<file path="src/rtl/spi_pkg.sv">
// rtl/spi_pkg.sv - shared state type and parameter range checks for the SPI transfer sequencer
// Purpose: state encoding used by spi_xfer_ctrl and a helper that validates its parameters.
// Contents: state_t (IDLE, SETUP, SHIFT, GAP, DONE), legal ranges, params_ok().
package spi_pkg;

  typedef enum logic [2:0] {
    ST_IDLE,
    ST_SETUP,
    ST_SHIFT,
    ST_GAP,
    ST_DONE
  } state_t;

  localparam int LEN_MIN = 2;
  localparam int LEN_MAX = 64;
  localparam int NSS_MAX = 8;

  function automatic bit params_ok(int div, int len, int nss, int gap);
    return (div >= 1) && (len >= LEN_MIN) && (len <= LEN_MAX) &&
           (nss >= 1) && (nss <= NSS_MAX) && (gap >= 1);
  endfunction

endpackage

</file>
<file path="src/rtl/spi_clkgen.sv">
// rtl/spi_clkgen.sv - sck divider with one-cycle edge strobes
// Purpose: divides clock into a mode-0 sck while enabled; idles low with a cleared divider otherwise.
// Ports:
//   clock  in   system clock
//   reset  in   synchronous, active-high
//   en     in   run the divider (high only while shifting)
//   sck    out  SPI clock, low when disabled
//   rise   out  high in the cycle whose closing edge drives sck 0->1
//   fall   out  high in the cycle whose closing edge drives sck 1->0
module spi_clkgen
  import spi_pkg::*;
#(
  parameter int DIV = 4
) (
  input  logic clock,
  input  logic reset,
  input  logic en,
  output logic sck,
  output logic rise,
  output logic fall
);

  localparam int CW = (DIV > 1) ? $clog2(DIV) : 1;

  logic [CW-1:0] div_cnt;
  logic          wrap;

  // Strobes are combinational so the owner acts on the same edge that moves sck.
  assign wrap = en && (div_cnt == CW'(DIV - 1));
  assign rise = wrap && !sck;
  assign fall = wrap && sck;

  always_ff @(posedge clock) begin
    if (reset || !en) begin
      div_cnt <= '0;
      sck     <= 1'b0;
    end else if (wrap) begin
      div_cnt <= '0;
      sck     <= !sck;
    end else begin
      div_cnt <= div_cnt + CW'(1);
    end
  end

endmodule

</file>
<file path="src/rtl/spi_xfer_ctrl.sv">
// rtl/spi_xfer_ctrl.sv - single-transfer SPI master sequencer (mode 0, MSB first)
// Purpose: accepts one LEN-bit request, selects the slave(s), clocks the word out on mosi while
//          assembling miso, then holds the response until consumed.
// Ports:
//   clock, reset            system clock; synchronous active-high reset
//   req_valid/req_ready     request handshake (ready only in IDLE)
//   req_wdata [LEN]         word to send, MSB first
//   req_ss    [NSS]         one-hot (or multi-hot) slave mask, sampled at accept
//   resp_valid/resp_ready   response handshake, rdata held while valid
//   resp_rdata [LEN]        received word, first bit in [LEN-1]
//   busy                    accept until response consumed
//   spi_sck, spi_ss, spi_mosi, spi_miso   external SPI pins (ss active low)
module spi_xfer_ctrl
  import spi_pkg::*;
#(
  parameter int DIV = 4,
  parameter int LEN = 16,
  parameter int NSS = 2,
  parameter int GAP = 2
) (
  input  logic           clock,
  input  logic           reset,
  input  logic           req_valid,
  output logic           req_ready,
  input  logic [LEN-1:0] req_wdata,
  input  logic [NSS-1:0] req_ss,
  output logic           resp_valid,
  input  logic           resp_ready,
  output logic [LEN-1:0] resp_rdata,
  output logic           busy,
  output logic           spi_sck,
  output logic [NSS-1:0] spi_ss,
  output logic           spi_mosi,
  input  logic           spi_miso
);

  if (!params_ok(DIV, LEN, NSS, GAP)) begin : g_param_err
    $error("spi_xfer_ctrl: parameter out of range");
  end

  localparam int BW = $clog2(LEN + 1);
  localparam int WW = $clog2(((DIV > GAP) ? DIV : GAP) + 1);

  state_t         state, state_n;
  logic [LEN-1:0] tx, rx;
  logic [NSS-1:0] ss_q;
  logic [BW-1:0]  bit_cnt;
  logic [WW-1:0]  wait_cnt;
  logic           sck_fall;
  logic           rise_unused;
  logic           setup_last, gap_last, bit_last;

  // Rising sck edges need no master action: the slave samples mosi, which is already stable.
  spi_clkgen #(.DIV(DIV)) u_clkgen (
    .clock (clock),
    .reset (reset),
    .en    (state == ST_SHIFT),
    .sck   (spi_sck),
    .rise  (rise_unused),
    .fall  (sck_fall)
  );

  assign setup_last = (wait_cnt == WW'(DIV - 1));
  assign gap_last   = (wait_cnt == WW'(GAP - 1));
  assign bit_last   = (bit_cnt == BW'(LEN - 1));

  always_ff @(posedge clock) begin
    if (reset) state <= ST_IDLE;
    else       state <= state_n;
  end

  always_comb begin
    state_n    = state;
    req_ready  = 1'b0;
    resp_valid = 1'b0;
    busy       = 1'b1;
    spi_ss     = '1;
    spi_mosi   = 1'b1;
    case (state)
      ST_IDLE: begin
        req_ready = 1'b1;
        busy      = 1'b0;
        if (req_valid) state_n = ST_SETUP;
      end
      ST_SETUP: begin
        spi_ss   = ~ss_q;
        spi_mosi = tx[LEN-1];
        if (setup_last) state_n = ST_SHIFT;
      end
      ST_SHIFT: begin
        spi_ss   = ~ss_q;
        spi_mosi = tx[LEN-1];
        if (sck_fall && bit_last) state_n = ST_GAP;
      end
      ST_GAP: begin
        if (gap_last) state_n = ST_DONE;
      end
      ST_DONE: begin
        resp_valid = 1'b1;
        if (resp_ready) state_n = ST_IDLE;
      end
      default: state_n = ST_IDLE;
    endcase
  end

  // wait_cnt times both SETUP and GAP; SETUP leaves it cleared so GAP starts from zero.
  always_ff @(posedge clock) begin
    if (reset) begin
      tx         <= '0;
      rx         <= '0;
      ss_q       <= '0;
      bit_cnt    <= '0;
      wait_cnt   <= '0;
      resp_rdata <= '0;
    end else begin
      case (state)
        ST_IDLE: begin
          if (req_valid) begin
            tx       <= req_wdata;
            ss_q     <= req_ss;
            rx       <= '0;
            bit_cnt  <= '0;
            wait_cnt <= '0;
          end
        end
        ST_SETUP: wait_cnt <= setup_last ? '0 : wait_cnt + WW'(1);
        ST_SHIFT: begin
          if (sck_fall) begin
            rx      <= {rx[LEN-2:0], spi_miso};
            tx      <= {tx[LEN-2:0], 1'b0};
            bit_cnt <= bit_cnt + BW'(1);
          end
        end
        ST_GAP: begin
          wait_cnt <= gap_last ? '0 : wait_cnt + WW'(1);
          if (gap_last) resp_rdata <= rx;
        end
        default: ;
      endcase
    end
  end

endmodule

</file>
<file path="config.mk">
export PLATFORM = sky130hd
export DESIGN_NAME = spi_xfer_ctrl
export DESIGN_NICKNAME = d
export VERILOG_FILES = /design/src/rtl/spi_pkg.sv /design/src/rtl/spi_clkgen.sv /design/src/rtl/spi_xfer_ctrl.sv
export SDC_FILE = /design/constraint.sdc
export NUM_CORES = 1
export LEC_CHECK = 0
export ABC_CLOCK_PERIOD_IN_PS = 5000
export CAP_MARGIN = 20
export CORE_MARGIN = 3
export CORE_UTILIZATION = 56
export CTS_CLUSTER_SIZE = 28
export DETAILED_ROUTE_END_ITERATION = 6
export PLACE_DENSITY = 0.84
export SLEW_MARGIN = 20
export SYNTH_ARGS = -nofsm -noshare
export SYNTH_HDL_FRONTEND = slang
export SYNTH_SLANG_ARGS = --single-unit
</file>
<file path="constraint.sdc">
create_clock -name clock -period 5 [get_ports clock]
set_clock_uncertainty 0.05 [all_clocks]
set_input_delay 0.75 -clock clock [delete_from_list [all_inputs] [get_ports clock]]
set_output_delay 0.75 -clock clock [all_outputs]
set_load 0.03 [all_outputs]
</file>
==> results.sh, run 1 <==
export IMPL_status="completed"
export IMPL_synth_warnings=0
export IMPL_hold_viol=0
export IMPL_post_cts_buffers=0
export IMPL_relSlewSlack_pct=30.01
export IMPL_cts_clk_slew_worst_paths_ns=0.07
export IMPL_cts_buffer_depth=2
export IMPL_final_area_um2=3314
export IMPL_antenna_cells=0
export IMPL_core_area_um2=4504
export IMPL_worstMarginPinSlew_ns=1.046
export IMPL_dr_pass1_iters=4
export IMPL_yosysSeqAreaShare_pct=47.36
export IMPL_critPathLaunch="state[1]"
export IMPL_cellLeakagePower_nw=1.197
export IMPL_reg2reg_to="rx[2]"
export IMPL_grt_util_all_layers_pct=19.11
export IMPL_p_comb_share_pct=9.5
export IMPL_rsz0062_at_grt="false"
export IMPL_syn_to_final_growth_pct=22.53
export IMPL_synth_distinct_cells=42
export IMPL_routed_via_density=5.439
export IMPL_synth_cells=274
export IMPL_fin_setup_tns_ns=0
export IMPL_power_frac_seq_pct=48.2
export IMPL_grt_pass1_vias=1842
export IMPL_fp_row_count=24
export IMPL_drt_iter0_markers=82
export IMPL_synth_top_flop_cell="dfxtp_1"
export IMPL_hpwl_um=3224
export IMPL_ant_nets=0
export IMPL_postRouteWirelength_um=4949
export IMPL_setup_viol=0
export IMPL_cp_depth=4
export IMPL_fin_crit_ns=2.957
export IMPL_switching_share_pct=23.58
export IMPL_critPathKind="flop to output pin"
export IMPL_switchingPower_w=0.0002631
export IMPL_clkPwrFrac_pct=42.3
export IMPL_io_pins=46
export IMPL_drv_cap=0
export IMPL_start_util_pct=60.06
export IMPL_wl_per_cell_um=13.41
export IMPL_finalMaxSlewViolations=0
export IMPL_ctsHoldBuffers=0
export IMPL_place_congestion=0.7841
export IMPL_reg2reg_depth=4
export IMPL_ir_drop_mv=0.2347
export IMPL_die_x_um=75.50
export IMPL_avgSynthCellArea_um2=9.873
export IMPL_die_h_um=75.50
export IMPL_critPathRequiredTime_ns=4.20
export IMPL_powerDensity_nw_per_um2=336.7
export IMPL_cts_tree="done"
export IMPL_drive_gt1_share_pct=11.99
export IMPL_p_int_w=0.0008527
export IMPL_ctsResizeCount=0
export IMPL_worst_hold_slack_ns=0.3726
export IMPL_ys_ff_latch=64
export IMPL_async_reset_ff_share_pct=0
export IMPL_final_nets=343
export IMPL_num_vias=2007
export IMPL_synth_edff_count=0
export IMPL_hp_class="flop to flop"
export IMPL_arrival_ns=2.16
export IMPL_r2r_start="state[1]"
export IMPL_cp_start_kind="flop"
export IMPL_critPathCapture="busy"
export IMPL_critPathCaptureType="output pin"
export IMPL_grt_overflow=0
export IMPL_setup_ws_ns=2.043
export IMPL_cts_sinks=64
export IMPL_dpl_cell_area_um2=3105
export IMPL_critPathSlowestCell="clkdlybuf4s50_1"
export IMPL_cts_buffers=9
export IMPL_syn_area_um2=2705
export IMPL_cts_max_level=3
export IMPL_synth_fp_nets=304
export IMPL_grt_max_degree=45
export IMPL_placement_setup_worst_slack_ns=2.116
export IMPL_antenna_found_initial=0
export IMPL_fmax_ghz=0.3382
export IMPL_crit_chain="buf_4, nor2_1, inv_1, clkdlybuf4s50_1"
export IMPL_critPathBufInv=3
export IMPL_cts_root_buffer="clkbuf_8"
export IMPL_reg2reg_setup_slack_ns=2.58
export IMPL_final_cell_mix="64 x dfxtp_1, 44 x clkdlybuf4s50_1, 39 x nand2_1"
export IMPL_crit_fanout=16
export IMPL_drc=0
export IMPL_portBuffers=45
export IMPL_grt_pass1_wl_um=8238
export IMPL_slowest_delay_ns=0.65
export IMPL_die_area_um2=5700
export IMPL_layout_commonest_cell="dfxtp_1"
export IMPL_cpLargestDelayFamily="buffers and inverters"
export IMPL_fin_crit_sh_pct=59.14
export IMPL_insertion_delay_ns=0.34
[worst register-to-register path: stages, from the launching register on]
cell and delay, ns:
dfxtp_1 0.64, nand3_1 0.25, a21oi_4 0.87, nor2_4 0.21, a22o_1 0.30
[cell type report]
cell class / count / area (um^2)
clock inverters: 6 / 85.08
multi-input cells: 185 / 1280
inverters: 7 / 26.28
flip-flops and latches: 64 / 1281
well taps: 52 / 65.06
clock buffers: 9 / 123.9
fillers: 340 / 1190
repair buffers: 46 / 452.9
[worst min path at each step]
stage                         from                   to  slack (ns)  cells after the start
3_5_place_dp   u_clkgen.div_cnt[0]  u_clkgen.div_cnt[0]        0.37                      1
4_1_cts        u_clkgen.div_cnt[0]  u_clkgen.div_cnt[0]        0.38                      1
2_1_floorplan  u_clkgen.div_cnt[0]  u_clkgen.div_cnt[0]        0.35                      1
5_1_grt        u_clkgen.div_cnt[0]  u_clkgen.div_cnt[0]        0.41                      1
3_3_place_gp   u_clkgen.div_cnt[0]  u_clkgen.div_cnt[0]        0.36                      1
6_report       u_clkgen.div_cnt[0]  u_clkgen.div_cnt[0]        0.37                      1
[synth_stat cells, drive strengths merged (2+ instances only)]
master	count	area, um^2
nor2b	3	18.77
mux2i	17	170.2
or3	2	17.52
or2	4	27.54
nor2	30	136.4
ha	7	87.58
a21oi	22	121.4
a22o	17	148.9
buf	16	110.1
a211oi	17	187.7
inv	7	26.28
dfxtp	64	1281
o21ai	2	10.01
nand3	2	10.01
clkbuf	2	7.510
nand2b	4	32.53
nand2	39	146.4
a211o	2	17.52
nor3b	3	22.52
nor3	2	10.01
xnor2	3	26.28
[cells by family (layout without fill, tap and decap cells)]
family,count (synthesis),after routing,share of synthesized area [%]
compound gates,64,64,19.29
xor+xnor,4,4,1.295
fa+ha+maj,7,7,3.238
buf+inv,25,68,5.319
flops,64,64,47.36
mux,17,17,6.290
simple gates,93,93,17.21
[flip-flops by register name (all words and copies together) (netlist names)]
register	flops
ss_q	2
wait_cnt	3
state	3
tx	16
bit_cnt	5
resp_rdata	16
u_clkgen.div_cnt	2
u_clkgen.sck	1
rx	16
[through the flow]
step	power, W	std cells	util (%)
after detailed placement	0.0006564	354	68.94
after floorplan	0.0006265	274	-
final	0.001116	369	73.58
after global placement	0.0006535	354	68.94
after CTS	0.001124	369	73.58
after global routing	0.001156	369	73.58
[per-layer routing]
layer | GRT usage (%) | vias up | wire length (um)
met5 | 0 | - | 0
met4 | 9.515 | 0 | 89
met3 | 5.805 | 10 | 230
met2 | 27.71 | 42 | 2108
met1 | 25.80 | 926 | 2519
li1 | - | 1029 | -
[power groups by stage]
stage          Sequential [W]  Combinational, W  Clock (W)
2_1_floorplan        0.000545         0.0000815          0
3_3_place_gp         0.000549          0.000104          0
3_5_place_dp         0.000550          0.000107          0
4_1_cts              0.000538          0.000108   0.000478
5_1_grt              0.000540          0.000118   0.000497
6_report             0.000538          0.000106   0.000472
Power figures use the tool's default switching activity.
==> run 2: changes to the inputs <==
--- a/config.mk
+++ b/config.mk
@@ -5,13 +5,13 @@
 export SDC_FILE = /design/constraint.sdc
 export NUM_CORES = 1
 export LEC_CHECK = 0
-export ABC_CLOCK_PERIOD_IN_PS = 5000
+export ABC_CLOCK_PERIOD_IN_PS = 2400
 export CAP_MARGIN = 20
 export CORE_MARGIN = 3
-export CORE_UTILIZATION = 56
+export CORE_UTILIZATION = 47
 export CTS_CLUSTER_SIZE = 28
 export DETAILED_ROUTE_END_ITERATION = 6
-export PLACE_DENSITY = 0.84
+export PLACE_DENSITY = 0.75
 export SLEW_MARGIN = 20
 export SYNTH_ARGS = -nofsm -noshare
 export SYNTH_HDL_FRONTEND = slang
==> constraint.sdc (replaced) <==
create_clock -name clock -period 2.4 [get_ports clock]
set_clock_uncertainty 0.05 [all_clocks]
set_input_delay 0.36 -clock clock [delete_from_list [all_inputs] [get_ports clock]]
set_output_delay 0.36 -clock clock [all_outputs]
set_load 0.03 [all_outputs]
==> run 2 against run 1 <==
- utilization down 10 points
- final area up 1.8%
- global-route usage down 2.4 points
- final cell count up 6.5%
- non-clock buffer count up 5
==> results.sh, run 2 (same netlist as run 1, synthesis figures left out) <==
export IMPL_status="completed"
export IMPL_fin_crit_ns=2.237
export IMPL_hold_path_depth=1
export IMPL_grt_pass1_vias=1849
export IMPL_cts_clk_slew_worst_paths_ns=0.07
export IMPL_rsz0062_at_grt="false"
export IMPL_drt_iter0_markers=92
export IMPL_grt_util_all_layers_pct=16.69
export IMPL_cts_sinks=64
export IMPL_ctsHoldBuffers=0
export IMPL_wl_per_cell_um=13.25
export IMPL_fmax_ghz=0.4471
export IMPL_crit_chain="xnor2_1, or3_1, clkdlybuf4s50_1"
export IMPL_slowest_delay_ns=0.61
export IMPL_portBuffers=45
export IMPL_reg2reg_depth=6
export IMPL_worstHoldStart="u_clkgen.div_cnt[0]"
export IMPL_ir_drop_mv=0.4222
export IMPL_crit_fanout=9
export IMPL_die_area_um2=6702
export IMPL_critPathRequiredTime_ns=1.99
export IMPL_hpwl_um=3478
export IMPL_p_int_w=0.001688
export IMPL_critPathSlowestCell="clkdlybuf4s50_1"
export IMPL_critPathCaptureType="output pin"
export IMPL_antenna_found_initial=0
export IMPL_finalMaxSlewViolations=0
export IMPL_start_util_pct=50.70
export IMPL_r2r_start="u_clkgen.div_cnt[0]"
export IMPL_hp_class="flop to flop"
export IMPL_cts_buffers=9
export IMPL_placement_setup_worst_slack_ns=0.3312
export IMPL_io_pins=46
export IMPL_cpLargestDelayFamily="buffers and inverters"
export IMPL_critPathBufInv=1
export IMPL_fp_row_count=26
export IMPL_antenna_cells=0
export IMPL_num_vias=2019
export IMPL_hold_end="u_clkgen.div_cnt[0]"
export IMPL_top_regs="resp_rdata (16), rx (16), tx (16)"
export IMPL_syn_to_final_growth_pct=24.75
export IMPL_p_comb_share_pct=10.4
export IMPL_cp_depth=3
export IMPL_grt_overflow=0
export IMPL_ant_nets=0
export IMPL_clkPwrFrac_pct=39.9
export IMPL_powerDensity_nw_per_um2=668.3
export IMPL_cts_buffer_depth=2
export IMPL_relSlewSlack_pct=64.52
export IMPL_cp_start_kind="flop"
export IMPL_final_cell_mix="62 x dfxtp_1, 41 x clkdlybuf4s50_1, 39 x nand2_1"
export IMPL_reg2reg_to="tx[15]"
export IMPL_fin_crit_sh_pct=93.19
export IMPL_arrival_ns=1.83
export IMPL_power_frac_seq_pct=49.7
export IMPL_grt_pass1_wl_um=8466
export IMPL_switchingPower_w=0.0005674
export IMPL_place_congestion=0.8046
export IMPL_fin_setup_tns_ns=0
export IMPL_drive_gt1_share_pct=14.55
export IMPL_critPathKind="flop to output pin"
export IMPL_core_area_um2=5335
export IMPL_hold_viol=0
export IMPL_postRouteWirelength_um=5206
export IMPL_switching_share_pct=25.16
export IMPL_drv_cap=0
export IMPL_dr_pass1_iters=4
export IMPL_reg2reg_setup_slack_ns=0.61
export IMPL_cts_root_buffer="clkbuf_8"
export IMPL_die_x_um=81.87
export IMPL_fillers=463
export IMPL_die_h_um=81.87
export IMPL_worstMarginPinSlew_ns=0.5322
export IMPL_cts_max_level=3
export IMPL_grt_max_degree=32
export IMPL_final_nets=348
export IMPL_setup_ws_ns=0.1634
export IMPL_layout_commonest_cell="dfxtp_1"
export IMPL_cts_tree="done"
export IMPL_cellLeakagePower_nw=1.230
export IMPL_insertion_delay_ns=0.33
export IMPL_setup_viol=0
export IMPL_routed_via_density=5.137
export IMPL_drc=0
## run 2: changes by cell type in the layout (fill, tap and decap cells not counted), moves of 2 or more
cell,change
buf_4,+5
clkdlybuf4s50_1,-3
dfxtp_1,-2
dfxtp_2,+2
## run 2: how the worst max path moves through the flow
| stage | startpoint | end | slack (ns) |
|---|---|---|---|
| 5_1_grt | state[1] | spi_ss[1] | 0.06 |
| 2_1_floorplan | state[1] | busy | 0.49 |
| 4_1_cts | state[1] | spi_mosi | 0.01 |
| 3_3_place_gp | state[2] | resp_valid | 0.35 |
| 6_report | state[1] | spi_mosi | 0.16 |
| 3_5_place_dp | state[2] | resp_valid | 0.33 |
## run 2: power groups by stage
stage / Combinational (W) / Clock, W / Sequential, W
after global placement: 0.000231 / 0 / 0.00114
after global routing: 0.000258 / 0.000956 / 0.00112
after CTS: 0.000236 / 0.000913 / 0.00112
final: 0.000234 / 0.000901 / 0.00112
after detailed placement: 0.000235 / 0 / 0.00114
after floorplan: 0.000170 / 0 / 0.00114
## run 2: what timing repair did
action                     CTS  global route
setup buffers                0             0
setup endpoints to repair    1             4
resized for setup            1             3
## run 2: stage by stage
| stage | hold slack, ns | cells | total power, W | util [%] | cell area [um^2] |
|---|---|---|---|---|---|
| final | 0.3912 | 393 | 0.002255 | 63.25 | 3374 |
| after CTS | 0.3857 | 393 | 0.002269 | 63.16 | 3369 |
| after detailed placement | 0.3715 | 377 | 0.001379 | 59.52 | 3176 |
| after floorplan | 0.3543 | 274 | 0.001305 | - | 2705 |
| after global routing | 0.4080 | 393 | 0.002338 | 63.25 | 3374 |
| after global placement | 0.3644 | 377 | 0.001374 | 59.52 | 3176 |
## run 2: layer usage
metal,global-route usage [%],vias to the layer above,share of wire [%]
li1,-,1039,-
met1,22.06,920,50
met2,24.64,50,43
met3,4.825,10,5.6
met4,8.472,0,1.7
met5,0,-,0
## run 2: cell type report
type	instances	area, um^2	area share [%]
clock buffers	9	123.9	3.671
repair buffers	51	501.7	14.87
inverters	7	26.28	0.7786
multi-input cells	185	1280	37.93
clock inverters	7	71.32	2.113
flip-flops and latches	64	1284	38.04
well taps	70	87.58	2.595
==> run 3: changes to the inputs <==
--- a/config.mk
+++ b/config.mk
@@ -9,7 +9,8 @@
 export CAP_MARGIN = 20
 export CORE_MARGIN = 3
 export CORE_UTILIZATION = 47
-export CTS_CLUSTER_SIZE = 28
+export CTS_CLUSTER_DIAMETER = 150
+export CTS_CLUSTER_SIZE = 40
 export DETAILED_ROUTE_END_ITERATION = 6
 export PLACE_DENSITY = 0.75
 export SLEW_MARGIN = 20
==> results of run 3 <==
No change in the layout: final DEF, timing and power equal those of run 2.
